<file path="config.mk">
export PLATFORM = sky130hd
export DESIGN_NAME = fft_frame_sequencer
export DESIGN_NICKNAME = d
export VERILOG_FILES = /design/src/rtl/fft_frame_sequencer.sv
export SDC_FILE = /design/constraint.sdc
export NUM_CORES = 1
export LEC_CHECK = 0
export CAP_MARGIN = 10
export CORE_MARGIN = 4
export CORE_UTILIZATION = 30
export CTS_CLUSTER_DIAMETER = 120
export DETAILED_ROUTE_END_ITERATION = 12
export PLACE_DENSITY = 0.58
export REMOVE_ABC_BUFFERS = 1
export SLEW_MARGIN = 15
export SYNTH_ARGS = -nofsm -noshare
export SYNTH_HDL_FRONTEND = slang
export SYNTH_SLANG_ARGS = --single-unit
export TNS_END_PERCENT = 50
</file>
<file path="constraint.sdc">
create_clock -name clk -period 2.3 [get_ports clk]
set_clock_uncertainty 0.1 [all_clocks]
set_input_delay 0.46 -clock clk [delete_from_list [all_inputs] [get_ports clk]]
set_output_delay 0.46 -clock clk [all_outputs]
set_load 0.02 [all_outputs]
</file>
<file path="src/rtl/fft_frame_sequencer.sv">
// fft_frame_sequencer: gathers N real samples for the FFT core, waits out its
// latency, snapshots the spectrum and streams it out as Re/Im word pairs.
module fft_frame_sequencer #(
    parameter int DATA_WIDTH  = 16,
    parameter int N           = 8,
    parameter int FFT_LATENCY = 0
) (
    input  logic                    clk,
    input  logic                    rst,
    input  logic                    enable,
    input  logic [DATA_WIDTH-1:0]   src_data_in,
    input  logic                    src_valid_in,
    output logic                    src_ready_out,
    output logic [N*DATA_WIDTH-1:0] fft_x_real,
    output logic [N*DATA_WIDTH-1:0] fft_x_imag,
    input  logic [N*DATA_WIDTH-1:0] fft_X_real,
    input  logic [N*DATA_WIDTH-1:0] fft_X_imag,
    output logic [DATA_WIDTH-1:0]   dst_data_out,
    output logic                    dst_valid_out,
    input  logic                    dst_ready_in,
    output logic                    busy,
    output logic                    frame_done
);
    localparam int CW = $clog2(N) + 1;
    localparam int OW = $clog2(2 * N) + 1;
    localparam int WW = $clog2(FFT_LATENCY + 1) + 1;

    typedef enum logic [1:0] {IDLE, FILL, WAIT, DRAIN} state_t;

    state_t                  state;
    logic [CW-1:0]           cnt;
    logic [OW-1:0]           ocnt;
    logic [WW-1:0]           wcnt;
    logic [N*DATA_WIDTH-1:0] snap_real;
    logic [N*DATA_WIDTH-1:0] snap_imag;
    logic [OW-1:0]           onext;
    logic [DATA_WIDTH-1:0]   next_word;
    logic                    accept;
    logic                    handshake;

    assign fft_x_imag = '0;
    assign accept     = src_valid_in && src_ready_out;
    assign handshake  = dst_valid_out && dst_ready_in;

    // Even word index selects Re(bin), odd selects Im(bin); bin = index/2.
    always_comb begin
        onext = ocnt + 1'b1;
        if (onext[0])
            next_word = snap_imag[int'(onext[OW-2:1]) * DATA_WIDTH +: DATA_WIDTH];
        else
            next_word = snap_real[int'(onext[OW-2:1]) * DATA_WIDTH +: DATA_WIDTH];
    end

    always_ff @(posedge clk) begin
        if (rst) begin
            state         <= IDLE;
            cnt           <= '0;
            ocnt          <= '0;
            wcnt          <= '0;
            fft_x_real    <= '0;
            snap_real     <= '0;
            snap_imag     <= '0;
            dst_data_out  <= '0;
            src_ready_out <= 1'b0;
            dst_valid_out <= 1'b0;
            busy          <= 1'b0;
            frame_done    <= 1'b0;
        end else begin
            frame_done <= 1'b0;
            unique case (state)
                IDLE: begin
                    if (enable) begin
                        state         <= FILL;
                        cnt           <= '0;
                        src_ready_out <= 1'b1;
                        busy          <= 1'b1;
                    end
                end
                FILL: begin
                    if (accept) begin
                        fft_x_real[int'(cnt[CW-2:0]) * DATA_WIDTH +: DATA_WIDTH] <= src_data_in;
                        cnt <= cnt + 1'b1;
                        if (cnt == CW'(N - 1)) begin
                            state         <= WAIT;
                            src_ready_out <= 1'b0;
                            wcnt          <= WW'(FFT_LATENCY);
                        end
                    end
                end
                WAIT: begin
                    if (wcnt == '0) begin
                        snap_real     <= fft_X_real;
                        snap_imag     <= fft_X_imag;
                        // Word 0 is preloaded so DRAIN presents it on its first cycle.
                        dst_data_out  <= fft_X_real[DATA_WIDTH-1:0];
                        dst_valid_out <= 1'b1;
                        ocnt          <= '0;
                        state         <= DRAIN;
                    end else begin
                        wcnt <= wcnt - 1'b1;
                    end
                end
                DRAIN: begin
                    if (handshake) begin
                        if (ocnt == OW'(2 * N - 1)) begin
                            dst_valid_out <= 1'b0;
                            frame_done    <= 1'b1;
                            cnt           <= '0;
                            state         <= enable ? FILL : IDLE;
                            src_ready_out <= enable;
                            busy          <= enable;
                        end else begin
                            ocnt         <= onext;
                            dst_data_out <= next_word;
                        end
                    end
                end
                default: state <= IDLE;
            endcase
        end
    end

endmodule

</file>
==> flow_metrics.py, run 1 <==
metrics = {
    "worst_setup_path": {
        "r2r-start": "ocnt[0]$_SDFFE_PP0P_",
        "crit_type": "reg2out",
        "reg2reg_to": "dst_data_out[13]$_SDFFE_PP0P_",
        "timing.critical_path.buf_inv": 1,
        "path_cells": "clkdlybuf4s50_1",
        "cp_num_cells": 1,
        "reg2regPathDepth": 7,
        "ff2ff_setup_slack_ns": 0.09,
        "crit_path_top_delay_cell": "clkdlybuf4s50_1",
        "cp-start-kind": "flip-flop",
        "crit_fanout": 5,
        "slowest_delay_ns": 0.72,
        "endpoint_kind": "output pin",
        "critical_path_required_ns": 1.74,
        "critPathArrivalTime_ns": 1.67,
        "path_delay_family": "buffers and inverters",
    },
    "clocking": {
        "postCtsSetupRepairBufs": 0,
        "clk_latency_ns": 0.57,
        "clkTransAtPathRegs_ns": 0.06,
        "cts_tree": "built",
        "cts_max_level": 2,
        "numCtsBuffers": 47,
        "cts.sinks": 415,
        "cts-root-buf": "clkbuf_16",
        "clockBufferDepth": 3,
    },
    "job": {
        "max_cap_violations": 0,
    },
    "min_path": {
        "hold_path_depth": 2,
        "min_from": "rst",
        "holdCritPathClass": "in2reg",
        "min_to": "snap_real[97]$_SDFFE_PP0P_",
    },
    "die": {
        "die_w_um": 256,
        "rows": 90,
        "coreArea_um2": 60600,
        "pin_count": 553,
        "dieArea_um2": 65500,
        "initial_utilization": 0.304,
        "die_h_um": 256,
    },
    "synth": {
        "synth.most_common_cell": "dfxtp_1",
        "syn_area_um2": 18400,
        "ys_warn_count": 0,
        "ys_ff_latch": 415,
        "synth_top_family_by_area": "multiplexers",
        "synth.avg_cell_area_um2": 9.39,
        "ys_async_sr_fraction": 0,
        "synth_cell_types": 47,
        "synth_top_cells_by_count": "415 x dfxtp_1, 320 x nor2_1, 303 x mux2i_1",
        "synthTopCellsByArea": "dfxtp_1 45%, mux2i_1 16%, nor2_1 6.5%",
        "synth_top_cell_area_share": 0.450,
        "yosysTopAreaCell": "dfxtp_1",
        "synthMuxAreaShare": 0.234,
        "synthAdderAreaFrac": 0.00746,
        "postSynthCellCount": 1965,
        "synth_compound_area_frac": 0.0687,
        "synth-simple-area-share": 0.145,
        "synth-xor-area-share": 0.000950,
        "synth_edf_count": 0,
        "synth_top_flop_cell": "dfxtp_1",
        "synth_seq_area_share": 0.450,
    },
    "timing": {
        "finalSetupViolCount": 0,
        "finalCritPeriodShare": 0.971,
        "slew_headroom": 0.492,
        "hold_violations": 0,
        "fin_crit_ns": 2.23,
        "fmax_ghz": 0.448,
        "hold_ws_ns": 0.199,
        "tightest_slew_ns": 0.762,
        "rsz0062_at_grt": "true",
        "final_max_slew_viol_count": 0,
    },
    "power_and_ir_drop": {
        "powerDensity_nw_per_um2": 873,
        "seq_power_share": 0.390,
        "power.leakage_nw": 9.04,
        "clkPwrFrac": 0.352,
        "intPower_w": 0.0155,
        "power_frac_comb": 0.258,
        "vdd_drop_max_uv": 479,
        "sw_frac_of_total": 0.296,
        "p_switching_w": 0.00654,
    },
    "global_route": {
        "grt_pass1_wl_um": 93600,
        "antenna_found_initial": 15,
        "grt_pass1_vias": 15115,
        "grt_overflow": 0,
        "grt_max_degree": 77,
        "grt_util_all_layers": 0.182,
    },
    "routing": {
        "finalWirelength_um": 62800,
        "viasPerCell": 4.74,
        "drcViolationCount": 0,
        "drt-initial-drc-count": 858,
        "firstDrtPassIters": 6,
        "postRouteAntennaNets": 0,
        "avgRoutedWirePerCell_um": 19.6,
        "vias": 15154,
    },
    "cells_and_area": {
        "fin_nets": 2653,
        "syn2layout_area_growth_pct": 37.0,
        "drive_gt1_frac": 0.112,
        "finish.utilization": 0.417,
        "fill_cells": 5900,
    },
    "placement": {
        "port_buffers": 424,
        "place_congestion": 0.822,
        "dp_hpwl_um": 45500,
    },
    "run_status": {
        "status": "completed",
    },
}
cells in the final DEF, fill, tap and decap left out, types with 4 or more instances in the layout:
cell type	synthesis	routed
buf_4	131	59
diode_2	0	12
clkinv_2	0	5
conb_1	1	128
nand3b_1	4	4
dfxtp_1	415	414
buf_12	0	23
nand2_1	126	126
clkbuf_8	0	9
o21ai_0	37	33
clkbuf_1	93	13
o21a_1	15	15
o2bb2ai_1	15	15
nand3_1	103	102
mux4_2	34	34
o21ai_1	0	4
mux2i_1	303	303
clkdlybuf4s50_1	0	421
ha_1	11	7
inv_1	24	23
a21oi_1	110	109
bufinv_16	0	4
nor2_1	320	319
nor3_1	34	33
clkinvlp_4	0	4
clkbuf_16	0	49
nand4_1	5	5
nor2b_1	7	6
o22ai_1	16	15
o211ai_1	15	15
mux2_2	46	46
per-stage QoR:
stage | area, um2 | power (W) | TNS, ns | setup slack [ns] | cells
6_report | 25300 | 0.0221 | 0 | 0.0656 | 3196
5_1_grt | 25300 | 0.0232 | -0.0430 | -0.0182 | 3196
4_1_cts | 25100 | 0.0223 | 0 | 0.0127 | 3184
3_5_place_dp | 23500 | 0.0144 | -0.299 | -0.0779 | 3098
3_3_place_gp | 23500 | 0.0142 | -0.270 | -0.109 | 3097
2_1_floorplan | 17300 | 0.0105 | -2225.93 | -10.55 | 1807
power by group through the flow:
stage	combinational, W	clock [W]	sequential (W)
3_3_place_gp	0.00555	0	0.00870
3_5_place_dp	0.00565	0	0.00875
6_report	0.00569	0.00776	0.00861
5_1_grt	0.00622	0.00827	0.00872
2_1_floorplan	0.00243	0	0.00805
4_1_cts	0.00568	0.00800	0.00860
layout make-up:
class | count | area (um2) | area share
clock buffer | 71 | 1400 | 0.0554
clock inverter | 15 | 204 | 0.00807
timing repair buffer | 509 | 5220 | 0.206
multi-input combinational | 1368 | 9030 | 0.358
sequential | 415 | 8310 | 0.329
tap | 782 | 978 | 0.0387
antenna | 12 | 30.0 | 0.00119
inverter | 24 | 90.1 | 0.00357
timing repair:
| item | 4_1_cts | 5_1_grt |
|---|---|---|
| hold endpoints to repair | 0 | 0 |
| endpoints found under the setup margin | 0 | 107 |
| gates resized for setup | 0 | 26 |
| hold buffers | 0 | 0 |
worst max path at each step:
stage	from	end	slack, ns
after floorplan	state[0]$_SDFFE_PP0P_	ocnt[4]$_SDFFE_PP0P_	-10.55
after global placement	dst_ready_in	cnt[3]$_SDFFE_PP0P_	-0.11
after detailed placement	dst_ready_in	cnt[3]$_SDFFE_PP0P_	-0.08
after CTS	dst_data_out[0]$_SDFFE_PP0P_	dst_data_out[0]	0.01
after global routing	ocnt[0]$_SDFFE_PP0P_	dst_data_out[4]$_SDFFE_PP0P_	-0.02
final	src_ready_out$_SDFFE_PP0P_	src_ready_out	0.07
cells by family (layout without fill, tap and decap cells):
| logic type | count (synthesis) | in the layout |
|---|---|---|
| and+or+nand+nor | 627 | 627 |
| DFF | 415 | 415 |
| muxes | 383 | 383 |
| buffers and inverters | 309 | 619 |
| AOI/OAI and AO/OA | 217 | 217 |
| adders and majority gates | 11 | 11 |
| xor gates and xnor gates | 2 | 2 |
| other | 1 | 140 |
registers in the layout (all words and copies together) (netlist names):
signal / count
dst_data_out: 16
snap_imag: 128
src_ready_out: 1
fft_x_real: 128
frame_done: 1
snap_real: 128
busy: 1
cnt: 4
state: 2
dst_valid_out: 1
ocnt: 5
layer usage:
metal | global-route usage | wire, um | vias to the layer above
met3 | 0.0316 | 3350 | 115
met2 | 0.318 | 31600 | 463
li1 | - | - | 7304
met1 | 0.218 | 25400 | 7270
met5 | 0 | 7 | -
met4 | 0.0837 | 2370 | 2
(Power assumes the default switching activity.)
==> run 2, diff against run 1 <==
ABC_AREA = 1   (was default)
PLACE_DENSITY = 0.56   (was 0.58)
clock period = 2.9 ns   (was 2.3 ns; I/O delays follow)
==> flow_metrics.py, run 2 <==
metrics = {
    "clocking": {
        "cts_tree": "built",
        "ctsHoldBuffers": 0,
        "numCtsBuffers": 49,
        "cts-root-buf": "clkbuf_16",
        "clockBufferDepth": 3,
        "postCtsSetupRepairBufs": 0,
        "clk_latency_ns": 0.59,
        "cts_max_level": 2,
        "clkTransAtPathRegs_ns": 0.06,
        "cts.sinks": 415,
        "cts_resized": 0,
    },
    "die": {
        "initial_utilization": 0.302,
        "coreArea_um2": 62900,
        "die_h_um": 260,
        "rows": 92,
        "die_w_um": 260,
        "dieArea_um2": 67500,
        "pin_count": 553,
    },
    "worst_setup_path": {
        "crit_type": "reg2reg",
        "endpoint_kind": "flip-flop",
        "ff2ff_setup_slack_ns": 0.45,
        "worst_path_most_repeated_cell": "inv_2",
        "cp-start-kind": "flip-flop",
        "critPathArrivalTime_ns": 2.84,
        "slowest_delay_ns": 0.46,
        "r2r-start": "cnt[0]$_SDFFE_PP0P_",
        "reg2reg_to": "fft_x_real[74]$_SDFFE_PP0P_",
        "crit_path_top_delay_cell": "ha_1",
        "path_cells": "inv_2, ha_1, inv_2, nand4_4, nor2_4, buf_4, nor2_1, a211oi_1",
        "crit_fanout": 22,
        "critical_path_required_ns": 3.29,
        "reg2regPathDepth": 8,
    },
    "power_and_ir_drop": {
        "intPower_w": 0.0125,
        "seq_power_share": 0.398,
        "p_switching_w": 0.00631,
        "clkPwrFrac": 0.338,
        "sw_frac_of_total": 0.335,
        "power_frac_comb": 0.264,
        "powerDensity_nw_per_um2": 746,
        "vdd_drop_max_uv": 406,
        "power.leakage_nw": 10.3,
    },
    "global_route": {
        "antenna_found_initial": 7,
        "grt_pass1_wl_um": 105000,
        "grt_util_all_layers": 0.198,
        "grt_max_degree": 142,
        "grt_overflow": 0,
        "grt_pass1_vias": 17470,
    },
    "cells_and_area": {
        "drive_gt1_frac": 0.0597,
        "finish.utilization": 0.401,
        "final_common_cell": "clkdlybuf4s50_1",
        "fin_nets": 3180,
        "top_regs": "fft_x_real x128, snap_imag x128, snap_real x128",
        "layout_common_cells": "423 x clkdlybuf4s50_1, 414 x dfxtp_1, 374 x o21ai_0",
        "syn2layout_area_growth_pct": 32.6,
        "fill_cells": 6452,
    },
    "routing": {
        "avgRoutedWirePerCell_um": 18.6,
        "vias": 18303,
        "viasPerCell": 4.84,
        "postRouteAntennaNets": 0,
        "firstDrtPassIters": 5,
        "drcViolationCount": 0,
        "finalWirelength_um": 70600,
        "drt-initial-drc-count": 1603,
    },
    "synth": {
        "syn_area_um2": 19000,
        "synth_cell_types": 38,
        "synth.avg_cell_area_um2": 7.40,
        "ys_ff_latch": 415,
        "synthTopCellsByArea": "dfxtp_1 44%, o21ai_0 9.8%, a21oi_1 8.8%",
        "synth_seq_area_share": 0.437,
        "postSynthCellCount": 2569,
        "ys_async_sr_fraction": 0,
        "ys_warn_count": 0,
        "synth_edf_count": 0,
        "synth_top_cell_area_share": 0.437,
        "synth_top_flop_cell": "dfxtp_1",
        "yosysTopAreaCell": "dfxtp_1",
        "synth.most_common_cell": "dfxtp_1",
        "synth_top_cells_by_count": "415 x dfxtp_1, 374 x o21ai_0, 333 x a21oi_1",
    },
    "timing": {
        "slew_headroom": 0.508,
        "rsz0062_at_grt": "false",
        "finalCritPeriodShare": 0.844,
        "hold_violations": 0,
        "hold_ws_ns": 0.351,
        "tightest_slew_ns": 0.739,
        "finalSetupViolCount": 0,
        "fin_crit_ns": 2.45,
        "final_max_slew_viol_count": 0,
        "fmax_ghz": 0.409,
    },
    "placement": {
        "place_congestion": 0.823,
        "port_buffers": 424,
        "dp_hpwl_um": 48100,
    },
    "job": {
        "max_cap_violations": 0,
    },
    "run_status": {
        "status": "completed",
    },
    "min_path": {
        "holdCritPathClass": "reg2reg",
        "hold_path_depth": 2,
        "min_to": "snap_imag[79]$_SDFFE_PP0P_",
        "min_from": "snap_imag[79]$_SDFFE_PP0P_",
    },
}
-- run 2: cell types whose count changed after synthesis, sizes merged, moves of 46 or more --
cell and delta:
mux2i -303, nand2 +205, o21ai +356, o211a +66, mux2 -46, nand3 +175, a21oi +223, inv +286
clkbuf +49, nor2 -246
-- run 2: kinds of logic (layout without fill, tap and decap cells) --
logic type / count (synthesis) / in the layout / synth area share
and+or+nand+nor: 698 / 698 / 0.165
buffers and inverters: 635 / 871 / 0.156
AOI/OAI and AO/OA: 805 / 805 / 0.232
adders and majority gates: 11 / 11 / 0.00724
xor gates and xnor gates: 4 / 4 / 0.00224
other: 1 / 134 / 0.000197
DFF: 415 / 415 / 0.437
-- run 2: final cells by class --
cell class | count | area (um2) | area share
Tap cell | 846 | 1060 | 0.0420
Clock buffer | 61 | 1330 | 0.0528
Antenna cell | 6 | 15.0 | 0.000595
Inverter | 310 | 1180 | 0.0468
Timing Repair Buffer | 470 | 4720 | 0.187
Clock inverter | 30 | 322 | 0.0128
Multi-Input combinational cell | 1646 | 8270 | 0.328
Sequential cell | 415 | 8310 | 0.330
-- run 2: critical path: cells and delay by family (launching register included) --
| kind | cells | cell delay (ns) |
|---|---|---|
| buffers and inverters | 3 | 0.76 |
| adder cells (fa/ha/maj) | 1 | 0.46 |
| AO/OA/AOI/OAI | 1 | 0.20 |
| AND/OR/NAND/NOR | 3 | 0.48 |
| flip-flops | 1 | 0.35 |
-- run 2: through the flow --
stage / TNS (ns) / instances / worst slack, ns / instance area (um2) / power (W)
floorplan: -950.26 / 2371 / -3.06 / 17700 / 0.0108
global placement: 0 / 3687 / 0.346 / 23500 / 0.0124
detailed placement: 0 / 3687 / 0.263 / 23500 / 0.0125
CTS: 0 / 3778 / 0.444 / 25200 / 0.0190
global route: 0 / 3781 / 0.203 / 25200 / 0.0200
finish: 0 / 3784 / 0.453 / 25200 / 0.0188
-- run 2: metal layers --
metal / vias to the layer above / GRT usage / part of all wire
met5: - / 0 / 0.00061
met4: 6 / 0.0573 / 0.025
met3: 114 / 0.0382 / 0.064
met2: 624 / 0.330 / 0.47
met1: 8673 / 0.260 / 0.44
li1: 8886 / - / -
-- run 2: worst max path at each step --
stage	start	to	slack, ns	cells after the start
final	cnt[0]$_SDFFE_PP0P_	fft_x_real[74]$_SDFFE_PP0P_	0.45	8
after global routing	cnt[0]$_SDFFE_PP0P_	fft_x_real[71]$_SDFFE_PP0P_	0.20	8
after CTS	cnt[0]$_SDFFE_PP0P_	fft_x_real[7]$_SDFFE_PP0P_	0.44	8
after detailed placement	src_valid_in	fft_x_real[92]$_SDFFE_PP0P_	0.26	8
after global placement	src_valid_in	fft_x_real[118]$_SDFFE_PP0P_	0.35	8
after floorplan	rst	cnt[1]$_SDFFE_PP0P_	-3.06	3
-- run 2: power groups by stage --
stage	Sequential, W	Combinational (W)	Clock [W]
after floorplan	0.00762	0.00322	0
after global placement	0.00755	0.00483	0
after detailed placement	0.00760	0.00494	0
after CTS	0.00748	0.00497	0.00651
after global routing	0.00761	0.00561	0.00675
final	0.00748	0.00497	0.00637
==> run 3, diff against run 2 <==
PLACE_DENSITY = 0.58   (was 0.56)
clock period = 2.2 ns   (was 2.9 ns; I/O delays follow)
==> flow_metrics.py, run 3 (synthesis results as in run 2) <==
metrics = {
    "run_status": {
        "status": "completed",
    },
    "die": {
        "initial_utilization": 0.302,
        "dieArea_um2": 67500,
        "die_w_um": 260,
        "pin_count": 553,
        "die_h_um": 260,
        "coreArea_um2": 62900,
        "rows": 92,
    },
    "power_and_ir_drop": {
        "seq_power_share": 0.391,
        "power_frac_comb": 0.280,
        "clkPwrFrac": 0.329,
        "sw_frac_of_total": 0.331,
        "power.leakage_nw": 11.1,
        "p_switching_w": 0.00830,
        "vdd_drop_max_uv": 603,
        "intPower_w": 0.0168,
        "powerDensity_nw_per_um2": 962,
    },
    "worst_setup_path": {
        "timing.critical_path.buf_inv": 1,
        "crit_fanout": 2,
        "cp-start-kind": "flip-flop",
        "reg2regPathDepth": 12,
        "path_cells": "clkdlybuf4s50_1",
        "r2r-start": "cnt[0]$_SDFFE_PP0P_",
        "cp_num_cells": 1,
        "critPathArrivalTime_ns": 1.61,
        "crit_type": "reg2out",
        "reg2reg_to": "fft_x_real[72]$_SDFFE_PP0P_",
        "critical_path_required_ns": 1.66,
        "ff2ff_setup_slack_ns": 0.10,
        "endpoint_kind": "output pin",
        "crit_path_top_delay_cell": "clkdlybuf4s50_1",
        "slowest_delay_ns": 0.65,
        "path_delay_family": "buffers and inverters",
    },
    "cells_and_area": {
        "final_common_cell": "dfxtp_1",
        "top_regs": "fft_x_real x128, snap_imag x128, snap_real x128",
        "fin_nets": 3244,
        "syn2layout_area_growth_pct": 37.3,
        "finish.utilization": 0.415,
        "stdcell_count": 3847,
        "drive_gt1_frac": 0.0841,
        "final_cell_area_um2": 26100,
        "layout_common_cells": "411 x dfxtp_1, 392 x clkdlybuf4s50_1, 373 x o21ai_0",
    },
    "clocking": {
        "cts_max_level": 2,
        "clk_latency_ns": 0.61,
        "numCtsBuffers": 48,
        "clkTransAtPathRegs_ns": 0.06,
        "cts-root-buf": "clkbuf_16",
        "cts.sinks": 415,
        "cts_tree": "built",
        "clockBufferDepth": 3,
    },
    "routing": {
        "drcViolationCount": 0,
        "drt-initial-drc-count": 1322,
        "viasPerCell": 4.71,
        "postRouteAntennaNets": 0,
        "finalWirelength_um": 69200,
        "avgRoutedWirePerCell_um": 18.0,
        "firstDrtPassIters": 5,
        "vias": 18113,
    },
    "timing": {
        "fmax_ghz": 0.466,
        "slew_headroom": 0.520,
        "finalSetupViolCount": 0,
        "hold_violations": 0,
        "fin_tns_setup_ns": 0,
        "fin_crit_ns": 2.15,
        "final_max_slew_viol_count": 0,
        "hold_ws_ns": 0.215,
        "tightest_slew_ns": 0.721,
        "rsz0062_at_grt": "false",
        "finalCritPeriodShare": 0.976,
    },
    "global_route": {
        "grt_pass1_vias": 16891,
        "grt_max_degree": 89,
        "grt_overflow": 0,
        "grt_pass1_wl_um": 102000,
        "grt_util_all_layers": 0.192,
        "antenna_found_initial": 4,
    },
    "placement": {
        "place_congestion": 0.815,
        "dp.cells": 3746,
        "dp_hpwl_um": 48500,
        "port_buffers": 424,
        "postPlaceCellArea_um2": 24300,
    },
    "job": {
        "max_cap_violations": 0,
    },
    "min_path": {
        "min_from": "rst",
        "min_to": "snap_imag[126]$_SDFFE_PP0P_",
        "hold_path_depth": 4,
        "holdCritPathClass": "in2reg",
    },
}
## run 3: cell count changes in the layout (fill, tap and decap cells not counted), moves of 7 or more
cell / before / now
buf_4: 35 / 74
clkdlybuf4s50_1: 423 / 392
buf_12: 11 / 34
dlygate4sd2_1: 0 / 16
dlymetal6s2s_1: 0 / 15
clkinv_2: 16 / 8
clkbuf_1: 7 / 14
## run 3: what timing repair did
item | in CTS | in global routing
setup buffers | 0 | 3
hold buffers | 0 | 0
pin swaps | 0 | 4
gates cloned | 0 | 3
endpoints found under the setup margin | 18 | 61
gates resized for setup | 17 | 39
## run 3: final cells by class
cell class | count | area (um2)
inverters | 310 | 1180
fillers | 6449 | 36700
multi-input cells | 1646 | 8340
diodes | 6 | 15.0
flip-flops and latches | 415 | 8320
clock buffers | 72 | 1390
clock inverters | 17 | 244
repair buffers | 535 | 5550
well taps | 846 | 1060
## run 3: through the flow
stage               power, W  setup slack, ns
global route          0.0267          0.00118
global placement      0.0168           0.0225
finish                0.0251           0.0534
detailed placement    0.0169         -0.00439
CTS                   0.0253         0.000452
floorplan             0.0137            -3.62
## run 3: power groups by stage
stage          clock (W)  sequential [W]  combinational (W)
6_report         0.00827         0.00982            0.00702
5_1_grt          0.00877         0.00999            0.00791
4_1_cts          0.00848         0.00981            0.00697
3_5_place_dp           0         0.00997            0.00696
3_3_place_gp           0         0.00993            0.00692
2_1_floorplan          0         0.00975            0.00396
## run 3: worst max path at each step
stage                                 start                      endpoint
4_1_cts         fft_x_real[78]$_SDFFE_PP0P_                fft_x_real[78]
3_3_place_gp                   src_valid_in  fft_x_real[101]$_SDFFE_PP0P_
6_report       dst_data_out[6]$_SDFFE_PP0P_               dst_data_out[6]
3_5_place_dp                   src_valid_in   fft_x_real[72]$_SDFFE_PP0P_
5_1_grt         fft_x_real[37]$_SDFFE_PP0P_                fft_x_real[37]
2_1_floorplan                           rst           cnt[1]$_SDFFE_PP0P_
## run 3: metal layers
metal	GRT usage	up-vias	routed length (um)
met2	0.315	506	32200
li1	-	9009	-
met3	0.0469	86	4720
met4	0.0469	0	1490
met1	0.254	8512	30700
met5	0	-	0
